==> src/rtl/bldc_pkg.sv <==
// Shared definitions for the BLDC six-step commutator.
//   - state_e    : commutator FSM state encoding
//   - HALL_*     : hall sensor code constants ({hall3,hall2,hall1})
//   - PH_*       : one-hot phase selects ({C,B,A})
//   - hall_valid : 1 for the six legal hall codes
//   - comm_sel   : hall code + direction -> {high[2:0], low[2:0]} phase select
package bldc_pkg;

   typedef enum logic [1:0] {
      ST_IDLE     = 2'd0,
      ST_DEADTIME = 2'd1,
      ST_RUN      = 2'd2,
      ST_FAULT    = 2'd3
   } state_e;

   localparam logic [2:0] HALL_000 = 3'b000;
   localparam logic [2:0] HALL_001 = 3'b001;
   localparam logic [2:0] HALL_010 = 3'b010;
   localparam logic [2:0] HALL_011 = 3'b011;
   localparam logic [2:0] HALL_100 = 3'b100;
   localparam logic [2:0] HALL_101 = 3'b101;
   localparam logic [2:0] HALL_110 = 3'b110;
   localparam logic [2:0] HALL_111 = 3'b111;

   localparam logic [2:0] PH_NONE = 3'b000;
   localparam logic [2:0] PH_A    = 3'b001;
   localparam logic [2:0] PH_B    = 3'b010;
   localparam logic [2:0] PH_C    = 3'b100;

   function automatic logic hall_valid(input logic [2:0] code);
      return (code != HALL_000) && (code != HALL_111);
   endfunction

   // Forward table gives (high, low); reverse swaps them. Invalid codes select nothing.
   function automatic logic [5:0] comm_sel(input logic [2:0] code, input logic rev);
      logic [2:0] hi;
      logic [2:0] lo;
      hi = PH_NONE;
      lo = PH_NONE;
      case (code)
         HALL_101: begin hi = PH_A; lo = PH_B; end
         HALL_100: begin hi = PH_A; lo = PH_C; end
         HALL_110: begin hi = PH_B; lo = PH_C; end
         HALL_010: begin hi = PH_B; lo = PH_A; end
         HALL_011: begin hi = PH_C; lo = PH_A; end
         HALL_001: begin hi = PH_C; lo = PH_B; end
         default:  begin hi = PH_NONE; lo = PH_NONE; end
      endcase
      return rev ? {lo, hi} : {hi, lo};
   endfunction

endpackage

==> src/rtl/hall_debounce.sv <==
// Hall sensor synchronizer and debouncer.
// Ports:
//   clk_i, reset_n_i : clock, async active-low reset
//   hall_i[2:0]      : raw asynchronous hall inputs
//   hall_state_o     : accepted (debounced) hall code
//   hall_error_o     : accepted code is 000 or 111
module hall_debounce
   import bldc_pkg::*;
#(
   parameter int unsigned DEBOUNCE_CYCLES = 32
) (
   input  logic       clk_i,
   input  logic       reset_n_i,
   input  logic [2:0] hall_i,
   output logic [2:0] hall_state_o,
   output logic       hall_error_o
);

   localparam int unsigned CNT_W = (DEBOUNCE_CYCLES > 1) ? $clog2(DEBOUNCE_CYCLES) : 1;
   localparam logic [CNT_W-1:0] CNT_LAST = CNT_W'(DEBOUNCE_CYCLES - 1);

   logic [2:0]       sync1_q, sync1_d;
   logic [2:0]       sync2_q, sync2_d;
   logic [2:0]       cand_q, cand_d;
   logic [CNT_W-1:0] cnt_q, cnt_d;
   logic [2:0]       state_q, state_d;
   logic             err_q, err_d;

   // Registers
   always_ff @(posedge clk_i or negedge reset_n_i) begin
      if (!reset_n_i) begin
         sync1_q <= '0;
         sync2_q <= '0;
         cand_q  <= '0;
         cnt_q   <= '0;
         state_q <= '0;
         err_q   <= 1'b1;
      end else begin
         sync1_q <= sync1_d;
         sync2_q <= sync2_d;
         cand_q  <= cand_d;
         cnt_q   <= cnt_d;
         state_q <= state_d;
         err_q   <= err_d;
      end
   end

   // A new candidate restarts the count; accept once it has been stable long enough
   always_comb begin
      sync1_d = hall_i;
      sync2_d = sync1_q;
      cand_d  = cand_q;
      cnt_d   = cnt_q;
      state_d = state_q;
      err_d   = err_q;
      if (sync2_q != cand_q) begin
         cand_d = sync2_q;
         cnt_d  = '0;
      end else if (cand_q != state_q) begin
         if (cnt_q == CNT_LAST) begin
            state_d = cand_q;
            err_d   = !hall_valid(cand_q);
            cnt_d   = '0;
         end else begin
            cnt_d = cnt_q + CNT_W'(1);
         end
      end else begin
         cnt_d = '0;
      end
   end

   assign hall_state_o = state_q;
   assign hall_error_o = err_q;

endmodule

==> src/rtl/bldc_commutator.sv <==
// Six-step BLDC commutator with dead-time and fault handling.
// Ports:
//   clk, reset_n        : clock, async active-low reset
//   hall[2:0]           : raw hall sensors {hall3,hall2,hall1}
//   fault_n             : gate-driver fault (active-low, asynchronous)
//   enable, dir         : bridge enable, direction (0 = forward)
//   pwm_in              : PWM applied to the selected high-side gate
//   inh[2:0], inl[2:0]  : high/low-side gates {C,B,A}
//   hall_state          : debounced hall code; hall_error flags 000/111
//   fault               : FSM is in FAULT
//   period, period_valid: cycles between accepted valid hall transitions
// Optional feature: define BLDC_COMMUTATOR_PERIOD_EN to build the period
// measurement; otherwise period/period_valid are tied to 0.
module bldc_commutator
   import bldc_pkg::*;
#(
   parameter int unsigned DEADTIME_CYCLES = 16,
   parameter int unsigned DEBOUNCE_CYCLES = 32,
   parameter int unsigned PERIOD_W        = 24
) (
   input  logic                clk,
   input  logic                reset_n,
   input  logic [2:0]          hall,
   input  logic                fault_n,
   input  logic                enable,
   input  logic                dir,
   input  logic                pwm_in,
   output logic [2:0]          inh,
   output logic [2:0]          inl,
   output logic [2:0]          hall_state,
   output logic                hall_error,
   output logic                fault,
   output logic [PERIOD_W-1:0] period,
   output logic                period_valid
);

   localparam int unsigned DT_W = (DEADTIME_CYCLES > 1) ? $clog2(DEADTIME_CYCLES) : 1;
   localparam logic [DT_W-1:0] DT_LAST = DT_W'(DEADTIME_CYCLES - 1);

   state_e          state_q, state_d;
   logic [DT_W-1:0] dt_q, dt_d;
   logic [5:0]      sel_q, sel_d;
   logic [2:0]      inh_q, inh_d;
   logic [2:0]      inl_q, inl_d;
   logic            fault_q, fault_d;
   logic            fsync1_q, fsync2_q;
   logic [5:0]      cur_sel;

   hall_debounce #(
      .DEBOUNCE_CYCLES(DEBOUNCE_CYCLES)
   ) u_hall_debounce (
      .clk_i       (clk),
      .reset_n_i   (reset_n),
      .hall_i      (hall),
      .hall_state_o(hall_state),
      .hall_error_o(hall_error)
   );

   // Fault synchronizer resets to the inactive level so reset release is not a fault
   always_ff @(posedge clk or negedge reset_n) begin
      if (!reset_n) begin
         fsync1_q <= 1'b1;
         fsync2_q <= 1'b1;
      end else begin
         fsync1_q <= fault_n;
         fsync2_q <= fsync1_q;
      end
   end

   // FSM and output registers
   always_ff @(posedge clk or negedge reset_n) begin
      if (!reset_n) begin
         state_q <= ST_IDLE;
         dt_q    <= '0;
         sel_q   <= '0;
         inh_q   <= '0;
         inl_q   <= '0;
         fault_q <= 1'b0;
      end else begin
         state_q <= state_d;
         dt_q    <= dt_d;
         sel_q   <= sel_d;
         inh_q   <= inh_d;
         inl_q   <= inl_d;
         fault_q <= fault_d;
      end
   end

   assign cur_sel = comm_sel(hall_state, dir);

   // Next state; priority fault > disable > hall error > table change
   always_comb begin
      state_d = state_q;
      dt_d    = dt_q;
      sel_d   = sel_q;
      inh_d   = '0;
      inl_d   = '0;
      case (state_q)
         ST_IDLE: begin
            if (!fsync2_q) begin
               state_d = ST_FAULT;
            end else if (enable && !hall_error) begin
               state_d = ST_DEADTIME;
               dt_d    = DT_LAST;
            end
         end
         ST_DEADTIME: begin
            if (!fsync2_q) begin
               state_d = ST_FAULT;
            end else if (!enable || hall_error) begin
               state_d = ST_IDLE;
            end else if (dt_q == '0) begin
               state_d = ST_RUN;
               sel_d   = cur_sel;
            end else begin
               dt_d = dt_q - DT_W'(1);
            end
         end
         ST_RUN: begin
            if (!fsync2_q) begin
               state_d = ST_FAULT;
            end else if (!enable || hall_error) begin
               state_d = ST_IDLE;
            end else if (cur_sel != sel_q) begin
               state_d = ST_DEADTIME;
               dt_d    = DT_LAST;
            end
         end
         ST_FAULT: begin
            if (!enable && fsync2_q) begin
               state_d = ST_IDLE;
            end
         end
         default: state_d = ST_IDLE;
      endcase
      // Gates follow the next state so a fault blanks them on the same edge.
      // High and low selects are disjoint one-hot, so a leg is never shorted.
      if (state_d == ST_RUN) begin
         inh_d = cur_sel[5:3] & {3{pwm_in}};
         inl_d = cur_sel[2:0];
      end
      fault_d = (state_d == ST_FAULT);
   end

   assign inh   = inh_q;
   assign inl   = inl_q;
   assign fault = fault_q;

`ifdef BLDC_COMMUTATOR_PERIOD_EN
   logic [2:0]          hall_prev_q, hall_prev_d;
   logic [PERIOD_W-1:0] pcnt_q, pcnt_d;
   logic [PERIOD_W-1:0] period_q, period_d;
   logic                pvalid_q, pvalid_d;

   // Period measurement registers
   always_ff @(posedge clk or negedge reset_n) begin
      if (!reset_n) begin
         hall_prev_q <= '0;
         pcnt_q      <= '0;
         period_q    <= '0;
         pvalid_q    <= 1'b0;
      end else begin
         hall_prev_q <= hall_prev_d;
         pcnt_q      <= pcnt_d;
         period_q    <= period_d;
         pvalid_q    <= pvalid_d;
      end
   end

   // Saturating counter; capture only on valid-to-valid hall transitions
   always_comb begin
      hall_prev_d = hall_state;
      pcnt_d      = pcnt_q;
      period_d    = period_q;
      pvalid_d    = 1'b0;
      if (hall_state != hall_prev_q) begin
         pcnt_d = PERIOD_W'(1);
         if (hall_valid(hall_state) && hall_valid(hall_prev_q)) begin
            period_d = pcnt_q;
            pvalid_d = 1'b1;
         end
      end else if (pcnt_q != '1) begin
         pcnt_d = pcnt_q + PERIOD_W'(1);
      end
   end

   assign period       = period_q;
   assign period_valid = pvalid_q;
`else
   assign period       = '0;
   assign period_valid = 1'b0;
`endif

endmodule

==> config.mk <==
export PLATFORM = sky130hd
export DESIGN_NAME = bldc_commutator
export DESIGN_NICKNAME = d
export VERILOG_FILES = /design/src/rtl/bldc_pkg.sv /design/src/rtl/hall_debounce.sv /design/src/rtl/bldc_commutator.sv
export SDC_FILE = /design/constraint.sdc
export NUM_CORES = 1
export LEC_CHECK = 0
export CORE_ASPECT_RATIO = 0.8
export CORE_MARGIN = 1
export CORE_UTILIZATION = 51
export DETAILED_ROUTE_END_ITERATION = 8
export PLACE_DENSITY = 0.88
export SETUP_SLACK_MARGIN = 0.5
export SYNTH_ARGS = -nofsm -noshare
export SYNTH_HDL_FRONTEND = slang
export SYNTH_HIERARCHICAL = 1
export SYNTH_SLANG_ARGS = --single-unit
==> constraint.sdc <==
create_clock -name clk -period 2.5 [get_ports clk]
set_input_delay 0.5 -clock clk [delete_from_list [all_inputs] [get_ports clk]]
set_output_delay 0.5 -clock clk [all_outputs]
set_load 0.005 [all_outputs]
==> impl_metrics.env <==
export IMPL_ir_drop_uv=377
export IMPL_regMostFlops="sel_q"
export IMPL_synth_most_common_cell="dfrtp_1"
export IMPL_fillers=294
export IMPL_dr_pass1_iters=4
export IMPL_setup_viol=0
export IMPL_reg_top3="sel_q x6, u_hall_debounce/cnt_q x5, dt_q x4"
export IMPL_crit_end="dt_q[2]$_DFFE_PN0P_"
export IMPL_drt_total_wl_mm=5.06
export IMPL_crit_required_ns=2.69
export IMPL_antenna_left=0
export IMPL_total_power_w=0.00140
export IMPL_startpoint="u_hall_debounce/hall_state_o[1]$_DFFE_PN0P_"
export IMPL_drv_slew=0
export IMPL_syn_area_um2=2170
export IMPL_grt_start_max_net_pins=40
export IMPL_p_leak_nw=1.24
export IMPL_synth_top_flop_cell="dfrtp_1"
export IMPL_die_h_um=60.3
export IMPL_cp_start_kind="flip-flop"
export IMPL_synth_seq_cells=39
export IMPL_r2r_start="u_hall_debounce/hall_state_o[1]$_DFFE_PN0P_"
export IMPL_crit_path_end_kind="flip-flop"
export IMPL_num_antenna_cells=0
export IMPL_async_flop_share_pct=100
export IMPL_area_growth_pct=28.1
export IMPL_fin_crit_sh_pct=83.7
export IMPL_drive_above_1_share_pct=27.8
export IMPL_num_vias=1756
export IMPL_dpl_hpwl_mm=2.55
export IMPL_grt_use_total_pct=23.5
export IMPL_avgViaCountPerCell=5.52
export IMPL_rsz0062_at_grt="true"
export IMPL_fin_crit_ns=2.09
export IMPL_slew_headroom_pct=43.8
export IMPL_yosys_warnings=6
export IMPL_syn_inst=219
export IMPL_largest_reg_flops=6
export IMPL_grt_pass1_wl_mm=7.78
export IMPL_status="complete, no violations"
export IMPL_yosysSeqAreaShare_pct=45.2
export IMPL_synth_edf_count=0
export IMPL_clock_path_buffers=2
export IMPL_hold_viol=0
export IMPL_rr_worst_depth=9
export IMPL_rows=20
export IMPL_antenna_found_initial=0
export IMPL_synth_area_leader_cell="dfrtp_1"
export IMPL_yosys_top_cells_area="dfrtp_1 (42%), buf_4 (9.0%), dfstp_2 (3.6%)"
export IMPL_start_util_pct=55.2
export IMPL_synth_top_area_share_pct=41.6
export IMPL_num_nets_final=274
export IMPL_port_buffers=19
export IMPL_drc=0
export IMPL_r2r_end="dt_q[2]$_DFFE_PN0P_"
export IMPL_clkSlewWorstSetupHoldPaths_ns=0.08
export IMPL_finClkSkew_ns=0.00723
export IMPL_insertion_delay_ns=0.30
export IMPL_cap_viol_max_count=0
export IMPL_cts_buffers=5
export IMPL_r2r_slack_ns=0.41
export IMPL_core_um2=3930
export IMPL_die_width_um=74.9
export IMPL_root_buffer="clkbuf_8"
export IMPL_cts_sinks=39
export IMPL_grt_pass1_vias=1654
export IMPL_arrival_ns=2.28
export IMPL_path_max_fanout=5
export IMPL_ios=45
export IMPL_globalplace_congestion=0.840
export IMPL_cts_tree="yes"
export IMPL_cts_hold_buffers_added=0
export IMPL_synth_avg_cell_area_um2=9.90
export IMPL_dieArea_um2=4520
export IMPL_maxClockFrequency_mhz=478
export IMPL_power_density_nw_per_um2=503
export IMPL_cts_max_level=2
export IMPL_tightest_slew_ns=0.842
export IMPL_wl_per_cell_um=15.9
export IMPL_fin_tns_setup_ns=0
export IMPL_setup_worst_path_class="flip-flop to flip-flop"
export IMPL_synthTopCellsByCount="dfrtp_1 (36), buf_4 (26), nand2_1 (17), nor2_1 (17), o21ai_0 (11)"
export IMPL_synth_distinct_cells=53
export IMPL_hp_class="input pin to async pin"
export IMPL_drtIter0Drc=108
export IMPL_grt_ovfl_total=0
## cell families after synthesis
group / share of synthesized area [%]
AO/OA/AOI/OAI: 10.0
other: 0.173
AND/OR/NAND/NOR: 22.1
XOR/XNOR: 4.04
adder cells (fa/ha/maj): 1.73
buffers and inverters: 12.7
flip-flops: 45.2
multiplexers: 4.04
## cells in the final DEF (no fill, tap or decap), drive strengths merged, types with 4 or more instances in the layout
| master | netlist | routed |
|---|---|---|
| a21oi | 4 | 4 |
| buf | 31 | 31 |
| clkbuf | 6 | 6 |
| clkdlybuf4s50 | 0 | 16 |
| conb | 1 | 25 |
| dfrtp | 36 | 36 |
| inv | 7 | 8 |
| mux2 | 6 | 6 |
| nand2 | 17 | 17 |
| nand3 | 4 | 4 |
| nor2 | 17 | 17 |
| nor3 | 9 | 9 |
| nor3b | 4 | 4 |
| o21ai | 13 | 13 |
| xnor2 | 6 | 6 |
| xor2 | 4 | 4 |
## report_power, final
group          switching, W  total (W)  internal [W]
clock network      0.000237   0.000565      0.000328
registers         0.0000388   0.000698      0.000659
logic             0.0000735   0.000133     0.0000597
total              0.000349    0.00140       0.00105
## routing by layer
layer / part of all wire (%) / up-vias / track usage (%)
met1: 40 / 846 / 30.5
met4: 2.7 / 0 / 9.70
met2: 50 / 93 / 38.5
li1: - / 800 / -
met3: 6.9 / 17 / 5.23
met5: 0 / - / 0
## worst min-delay path by stage
| stage | end | from | slack [ns] | cells after the start |
|---|---|---|---|---|
| global route | u_hall_debounce/sync2_q[2]$_DFF_PN0_ | u_hall_debounce/sync1_q[2]$_DFF_PN0_ | 0.36 | 0 |
| global placement | u_hall_debounce/sync2_q[0]$_DFF_PN0_ | u_hall_debounce/sync1_q[0]$_DFF_PN0_ | 0.33 | 0 |
| floorplan | dt_q[0]$_DFFE_PN0P_ | reset_n | 0.20 | 0 |
| CTS | u_hall_debounce/cnt_q[1]$_DFF_PN0_ | reset_n | 0.34 | 1 |
| detailed placement | u_hall_debounce/sync2_q[2]$_DFF_PN0_ | u_hall_debounce/sync1_q[2]$_DFF_PN0_ | 0.34 | 0 |
| finish | u_hall_debounce/cnt_q[3]$_DFF_PN0_ | reset_n | 0.29 | 1 |
## cell type report
type / count / area, um^2 / share of cell area (%)
Tap cell: 55 / 68.8 / 2.48
Multi-Input combinational cell: 160 / 1130 / 40.9
Clock inverter: 2 / 38.8 / 1.40
Timing Repair Buffer: 49 / 440 / 15.9
Sequential cell: 39 / 985 / 35.5
Clock buffer: 6 / 82.6 / 2.97
Inverter: 7 / 26.3 / 0.946
## worst max-delay path, cell delays in order (launching register included)
cell      delay [ns]
dfrtp_2         0.45
buf_6           0.12
buf_4           0.10
nor3b_4         0.22
mux2i_1         0.12
a22o_1          0.25
nor4_4          0.29
buf_6           0.18
a221oi_2        0.07
o21a_1          0.18
## timing repair
item / in CTS / in global routing
gates cloned: 1 / 1
gates resized for setup: 24 / 17
pin swaps: 8 / 11
buffers inserted: 19 / 5
endpoints found under the setup margin: 14 / 15
## metrics by stage
step / setup slack, ns / utilization (%) / std cells / instance area, um^2 / hold WS [ns]
2_1_floorplan: 0.505 / - / 243 / 2260 / 0.204
3_3_place_gp: -0.0754 / 58.5 / 284 / 2300 / 0.332
3_5_place_dp: -0.113 / 58.5 / 284 / 2300 / 0.339
4_1_cts: 0.471 / 67.6 / 312 / 2660 / 0.343
5_1_grt: 0.309 / 70.7 / 318 / 2780 / 0.363
6_report: 0.407 / 70.7 / 318 / 2780 / 0.287
Power figures use the tool's default switching activity.
